--- config.mk ---
export PLATFORM = sky130hd
export DESIGN_NAME = gcm_ghash_ds
export DESIGN_NICKNAME = d
export VERILOG_FILES = /design/src/rtl/gcm_pkg.sv /design/src/rtl/gcm_gf128_digit.sv /design/src/rtl/gcm_ghash_ds.sv
export SDC_FILE = /design/constraint.sdc
export NUM_CORES = 2
export LEC_CHECK = 0
export ABC_AREA = 0
export CAP_MARGIN = 10
export CORE_UTILIZATION = 40
export DETAILED_ROUTE_END_ITERATION = 16
export PLACE_DENSITY = 0.59
export SLEW_MARGIN = 0
export SYNTH_ARGS = -nofsm -noshare
export SYNTH_HDL_FRONTEND = slang
export SYNTH_SLANG_ARGS = --single-unit
--- constraint.sdc ---
create_clock -name clk -period 2.3 [get_ports clk]
set_input_delay 0.46 -clock clk [delete_from_list [all_inputs] [get_ports clk]]
set_output_delay 0.46 -clock clk [all_outputs]
set_load 0.005 [all_outputs]
--- src/rtl/gcm_pkg.sv ---
// Shared GCM/GHASH definitions: field width, reduction constant, FSM states.
// Latency: n/a (package only).
// Backpressure: n/a.
//   GCM_BLK_W   : GHASH block width
//   GCM_R       : bit-reflected reduction constant for x^128+x^7+x^2+x+1
//   state_t     : GHASH engine FSM states
//   legal_digit : elaboration-time check of the digit width
package gcm_pkg;

    localparam int GCM_BLK_W = 128;
    localparam logic [GCM_BLK_W-1:0] GCM_R = 128'hE1000000_00000000_00000000_00000000;

    typedef enum logic {
        IDLE = 1'b0,
        MULT = 1'b1
    } state_t;

    // Only powers of two that divide the block width evenly are supported.
    function automatic logic legal_digit(input int w);
        return (w == 1) || (w == 2) || (w == 4) || (w == 8) ||
               (w == 16) || (w == 32) || (w == 64) || (w == 128);
    endfunction

endpackage

--- src/rtl/gcm_gf128_digit.sv ---
// GF(2^128) digit step: consumes DIGIT_W multiplier bits (MSB first) of a shift-and-add multiply.
// Latency: combinational.
// Backpressure: none.
//   i_z    : running product in
//   i_v    : running multiplicand (H * x^k) in
//   i_bits : next DIGIT_W multiplier bits; i_bits[DIGIT_W-1] is consumed first
//   o_z    : running product out
//   o_v    : multiplicand out, advanced by DIGIT_W powers of x
module gcm_gf128_digit
    import gcm_pkg::*;
#(
    parameter int DIGIT_W = 4
) (
    input  logic [GCM_BLK_W-1:0] i_z,
    input  logic [GCM_BLK_W-1:0] i_v,
    input  logic [DIGIT_W-1:0]   i_bits,
    output logic [GCM_BLK_W-1:0] o_z,
    output logic [GCM_BLK_W-1:0] o_v
);

    logic [GCM_BLK_W-1:0] w_z;
    logic [GCM_BLK_W-1:0] w_v;

    // Bit-reflected order: a right shift multiplies by x, and bit 0 falling
    // off the end is the x^128 term that folds back in via GCM_R.
    always_comb begin
        w_z = i_z;
        w_v = i_v;
        for (int j = 0; j < DIGIT_W; j++) begin
            if (i_bits[DIGIT_W-1-j]) begin
                w_z = w_z ^ w_v;
            end
            if (w_v[0]) begin
                w_v = (w_v >> 1) ^ GCM_R;
            end else begin
                w_v = w_v >> 1;
            end
        end
        o_z = w_z;
        o_v = w_v;
    end

endmodule

--- src/rtl/gcm_ghash_ds.sv ---
// Digit-serial GHASH engine: Y <- (Y ^ X) * H over GF(2^128), DIGIT_W multiplier bits per cycle.
// Latency: CYCLES = 128/DIGIT_W cycles in MULT; result and y_valid appear CYCLES+1 cycles after next.
// Backpressure: ready=0 while multiplying; init/next presented then are ignored without side effects.
//   clk, reset_n : clock, async active-low reset
//   init, h0     : load H from h0 and clear Y (wins over a simultaneous next)
//   next, x      : start Y <- (Y ^ x) * H
//   y            : accumulator, only updated when a multiply completes
//   ready        : 1 = idle, commands accepted
//   y_valid      : 1-cycle pulse when a multiply result lands in y
module gcm_ghash_ds
    import gcm_pkg::*;
#(
    parameter int DIGIT_W = 4
) (
    input  logic                 clk,
    input  logic                 reset_n,
    input  logic                 init,
    input  logic                 next,
    input  logic [GCM_BLK_W-1:0] h0,
    input  logic [GCM_BLK_W-1:0] x,
    output logic [GCM_BLK_W-1:0] y,
    output logic                 ready,
    output logic                 y_valid
);

    localparam int CYCLES = GCM_BLK_W / DIGIT_W;
    localparam int CTR_W  = (CYCLES > 1) ? $clog2(CYCLES) : 1;

    if (!legal_digit(DIGIT_W)) begin : g_bad_digit
        $fatal(1, "gcm_ghash_ds: DIGIT_W must be a power of two from 1 to 128");
    end

    state_t               r_state;
    state_t               w_state_nxt;
    logic                 w_start;
    logic                 w_last;
    logic [CTR_W-1:0]     r_ctr;
    logic [GCM_BLK_W-1:0] r_h;
    logic [GCM_BLK_W-1:0] r_y;
    logic [GCM_BLK_W-1:0] r_z;
    logic [GCM_BLK_W-1:0] r_v;
    logic [GCM_BLK_W-1:0] r_xs;
    logic                 r_y_valid;
    logic [GCM_BLK_W-1:0] w_z;
    logic [GCM_BLK_W-1:0] w_v;

    gcm_gf128_digit #(
        .DIGIT_W (DIGIT_W)
    ) u_digit (
        .i_z    (r_z),
        .i_v    (r_v),
        .i_bits (r_xs[GCM_BLK_W-1 -: DIGIT_W]),
        .o_z    (w_z),
        .o_v    (w_v)
    );

    always_ff @(posedge clk or negedge reset_n) begin
        if (!reset_n) begin
            r_state <= IDLE;
        end else begin
            r_state <= w_state_nxt;
        end
    end

    // init takes priority: a next arriving with it is dropped, not deferred.
    always_comb begin
        w_state_nxt = r_state;
        w_start     = 1'b0;
        w_last      = 1'b0;
        case (r_state)
            IDLE: begin
                if (next && !init) begin
                    w_start     = 1'b1;
                    w_state_nxt = MULT;
                end
            end
            MULT: begin
                if (r_ctr == CTR_W'(CYCLES - 1)) begin
                    w_last      = 1'b1;
                    w_state_nxt = IDLE;
                end
            end
            default: w_state_nxt = IDLE;
        endcase
    end

    always_ff @(posedge clk or negedge reset_n) begin
        if (!reset_n) begin
            r_ctr     <= '0;
            r_h       <= '0;
            r_y       <= '0;
            r_z       <= '0;
            r_v       <= '0;
            r_xs      <= '0;
            r_y_valid <= 1'b0;
        end else begin
            r_y_valid <= w_last;
            if (r_state == IDLE && init) begin
                r_h <= h0;
                r_y <= '0;
            end
            if (w_start) begin
                r_z   <= '0;
                r_v   <= r_h;
                r_xs  <= r_y ^ x;
                r_ctr <= '0;
            end
            if (r_state == MULT) begin
                r_z   <= w_z;
                r_v   <= w_v;
                r_xs  <= r_xs << DIGIT_W;
                r_ctr <= r_ctr + CTR_W'(1);
                // y only ever sees the finished product
                if (w_last) begin
                    r_y <= w_z;
                end
            end
        end
    end

    assign y       = r_y;
    assign ready   = (r_state == IDLE);
    assign y_valid = r_y_valid;

endmodule

==> results.py <==
metrics = {
    "outcome": {
        "status": "finished clean",
    },
    "cells_and_area": {
        "insertedDiodeCount": 0,
        "syn2layout_area_growth_pct": 22.84,
        "fill_cells": 8191,
        "post_route_cells_drive_above_1_share_pct": 5.142,
        "stdcell_count": 5531,
        "fin_nets": 4581,
    },
    "logic_synthesis": {
        "yosys_warnings": 0,
        "synth_edf_count": 0,
        "syn_nets": 4297,
        "async_flop_share_pct": 100.0,
        "avgSynthCellArea_um2": 8.700,
        "synth_area_um2": 35100,
        "yosysSeqAreaShare_pct": 46.12,
        "synthCells": 4035,
        "synth-seq-cells": 647,
        "synthFlopType": "dfrtp_1",
        "ys_types": 33,
    },
    "worst_setup_path": {
        "crit_fanout": 3,
        "critical_path_class": "reg -> out",
        "slowest_stage": "clkdlybuf4s50_1",
        "cp_num_buf_inv": 2,
        "worstPathCellList": "inv_1 -> clkdlybuf4s50_1",
        "crit_arrival_ns": 1.77,
        "critical_path_required_ns": 1.84,
        "crit_path_end_kind": "output port",
        "r2r-start": "r_xs[124]",
        "crit_family": "buffers and inverters",
        "reg2reg_slack_ns": 0.24,
        "r2r-end": "y[67]",
        "rr_worst_depth": 6,
        "max_stage_delay_ns": 0.53,
        "cp-start-kind": "flip-flop",
    },
    "pwr": {
        "vdd_drop_max_uv": 576.3,
        "p_leak_nw": 20.18,
        "power.total_mw": 57.35,
        "comb_power_share_pct": 40.7,
        "netSwitchingFraction_pct": 38.57,
        "p_clk_share_pct": 21.0,
        "seqPwrFrac_pct": 38.3,
        "p_sw_mw": 22.12,
        "p_int_mw": 35.23,
        "power_density_nw_per_um2": 1330,
    },
    "drt": {
        "drc": 0,
        "dr.pass1.iters": 5,
        "drt_wl_total_um": 98520,
        "vias": 27830,
        "vias_per_cell": 5.031,
        "wl_per_cell_um": 17.81,
        "ant_nets": 0,
        "drt-initial-drc-count": 1934,
    },
    "timing": {
        "whs_ns": 0.3144,
        "slew_headroom_pct": 53.64,
        "slew_violations": 0,
        "fin_tns_setup_ns": 0,
        "finalCriticalPeriod_ns": 2.226,
        "setup_violations": 0,
        "clock.fmax_mhz": 449.3,
        "hold_violations": 0,
        "finClkSkew_ns": 0.03251,
        "tightest_slew_ns": 0.6954,
        "rsz0062_at_grt": "false",
        "finalCritPeriodShare_pct": 96.77,
    },
    "floorplanning": {
        "core_um2": 86890,
        "ios": 390,
        "die_y_um": 298.2,
        "rows": 108,
        "dieArea_um2": 88950,
        "die_w_um": 298.2,
        "start_util_pct": 40.40,
    },
    "global_route": {
        "met2_usage_pct": 35.42,
        "grt_max_degree": 162,
        "grt_pass1_vias": 27450,
        "grt.busiest_layer": "met2",
        "grt_use_total_pct": 22.20,
        "grt_pass1_wl_um": 158400,
        "antenna_found_initial": 0,
        "gr-usage-met3_pct": 2.210,
        "met1_usage_pct": 32.09,
        "gr-total-overflow": 0,
    },
    "clocking": {
        "tritoncts": "done",
        "htreeDepth": 3,
        "cts_max_path_buffers": 3,
        "cts_root_buf": "clkbuf_16",
        "cts_buffers": 75,
        "clk_latency_ns": 0.63,
        "cts.reportedPaths.clkPinSlew_ns": 0.06,
        "clock-sinks": 647,
    },
    "min_path": {
        "min_path_type": "in -> async",
    },
    "run": {
        "maxCapViolCount": 0,
    },
    "placed_design": {
        "placed_cells": 5395,
        "portBuffers": 389,
        "globalplace.congestion": 0.8141,
        "dp_hpwl_um": 66650,
    },
}
cell usage in the layout, fill, tap and decap left out, drive strengths merged, types with 95 or more instances in the layout:
cell type | Yosys | final
a21oi | 251 | 251
clkbuf | 177 | 108
xnor2 | 264 | 264
buf | 100 | 95
mux2i | 122 | 122
clkdlybuf4s50 | 0 | 388
xor2 | 132 | 132
nor2 | 135 | 135
o21ai | 379 | 379
nand2 | 1659 | 1659
dfrtp | 647 | 647
xnor3 | 127 | 127
Yosys cell counts, drive strengths merged, types with 2 or more instances:
| cell type | count | area share, % |
|---|---|---|
| nor2 | 135 | 1.4 |
| xnor3 | 127 | 8.1 |
| mux2i | 122 | 3.5 |
| nor2b | 3 | 0.053 |
| a211o | 2 | 0.050 |
| a31oi | 6 | 0.11 |
| buf | 100 | 1.5 |
| xnor2 | 264 | 6.6 |
| nand2 | 1659 | 18 |
| xor2 | 132 | 3.3 |
| clkbuf | 177 | 1.9 |
| inv | 4 | 0.043 |
| o22ai | 4 | 0.071 |
| a211oi | 6 | 0.13 |
| dfrtp | 647 | 46 |
| a21oi | 251 | 3.6 |
| o21ai | 379 | 5.4 |
| ha | 2 | 0.071 |
| nand3 | 6 | 0.086 |
| o211ai | 2 | 0.043 |
worst reg2reg max path: stages (launching register included):
cell,delay (ns)
dfrtp_4,0.68
buf_12,0.29
nand2_1,0.12
xnor2_1,0.26
xnor3_1,0.40
nand2_1,0.11
a21oi_1,0.07
layer usage:
layer,part of all wire (%),vias up
met5,0,-
met4,2.2,0
met3,3.7,124
met2,47,568
met1,47,13620
li1,-,13520
how the worst max path moves through the flow:
stage,start,to,slack (ns),cells after the start
2_1_floorplan,r_ctr[0],y[28],0.54,8
3_3_place_gp,init,r_v[104],0.18,6
3_5_place_dp,init,r_v[105],0.15,6
4_1_cts,r_state,ready,0.02,2
5_1_grt,r_state,ready,0.01,2
6_report,r_state,ready,0.07,2
cell families (layout without fill, tap and decap cells):
group | Yosys count | after routing | share of synthesized area, %
simple gates | 1806 | 1806 | 19.38
compound gates | 654 | 654 | 9.481
buf+inv | 281 | 622 | 3.393
flops | 647 | 647 | 46.12
fa+ha+maj | 2 | 2 | 0.07127
mux | 122 | 122 | 3.479
xor+xnor | 523 | 523 | 18.07
power by group through the flow:
| stage | Clock (mW) | Combinational (mW) | Sequential (mW) |
|---|---|---|---|
| floorplan | 0 | 17.2 | 19.9 |
| global placement | 0 | 22.9 | 22.1 |
| detailed placement | 0 | 23.4 | 22.1 |
| CTS | 12.3 | 23.6 | 21.9 |
| global route | 12.8 | 26.4 | 22.6 |
| finish | 12.0 | 23.4 | 21.9 |
stage by stage:
step	setup WS (ns)	instance area (um^2)	utilization, %
detailed placement	0.1522	40620	46.75
finish	0.07431	43120	49.63
global route	0.01144	43120	49.63
global placement	0.1811	40620	46.75
floorplan	0.5403	35100	-
CTS	0.02361	43120	49.63
sequential cells by signal, indices dropped and copies added (netlist names):
| register | cells |
|---|---|
| r_z | 128 |
| r_xs | 128 |
| y | 128 |
| y_valid | 1 |
| r_state | 1 |
| r_ctr | 5 |
| r_v | 128 |
| r_h | 128 |
what timing repair did:
action	in CTS	in global routing
endpoints found under the setup margin	1	0
buffers inserted	1	0
gates resized for setup	0	0
hold endpoints to repair	17	0
hold buffers	1	0
layout make-up:
class                           instances  area (um^2)  area share [%]
Clock buffer                          108         2183           5.063
Clock inverter                         26        296.5          0.6877
Inverter                                4        17.52         0.04062
Multi-Input combinational cell       3107        17750           41.17
Sequential cell                       647        16210           37.59
Tap cell                             1155         1445           3.351
Timing Repair Buffer                  484         5215           12.09
Power figures use the tool's default switching activity.
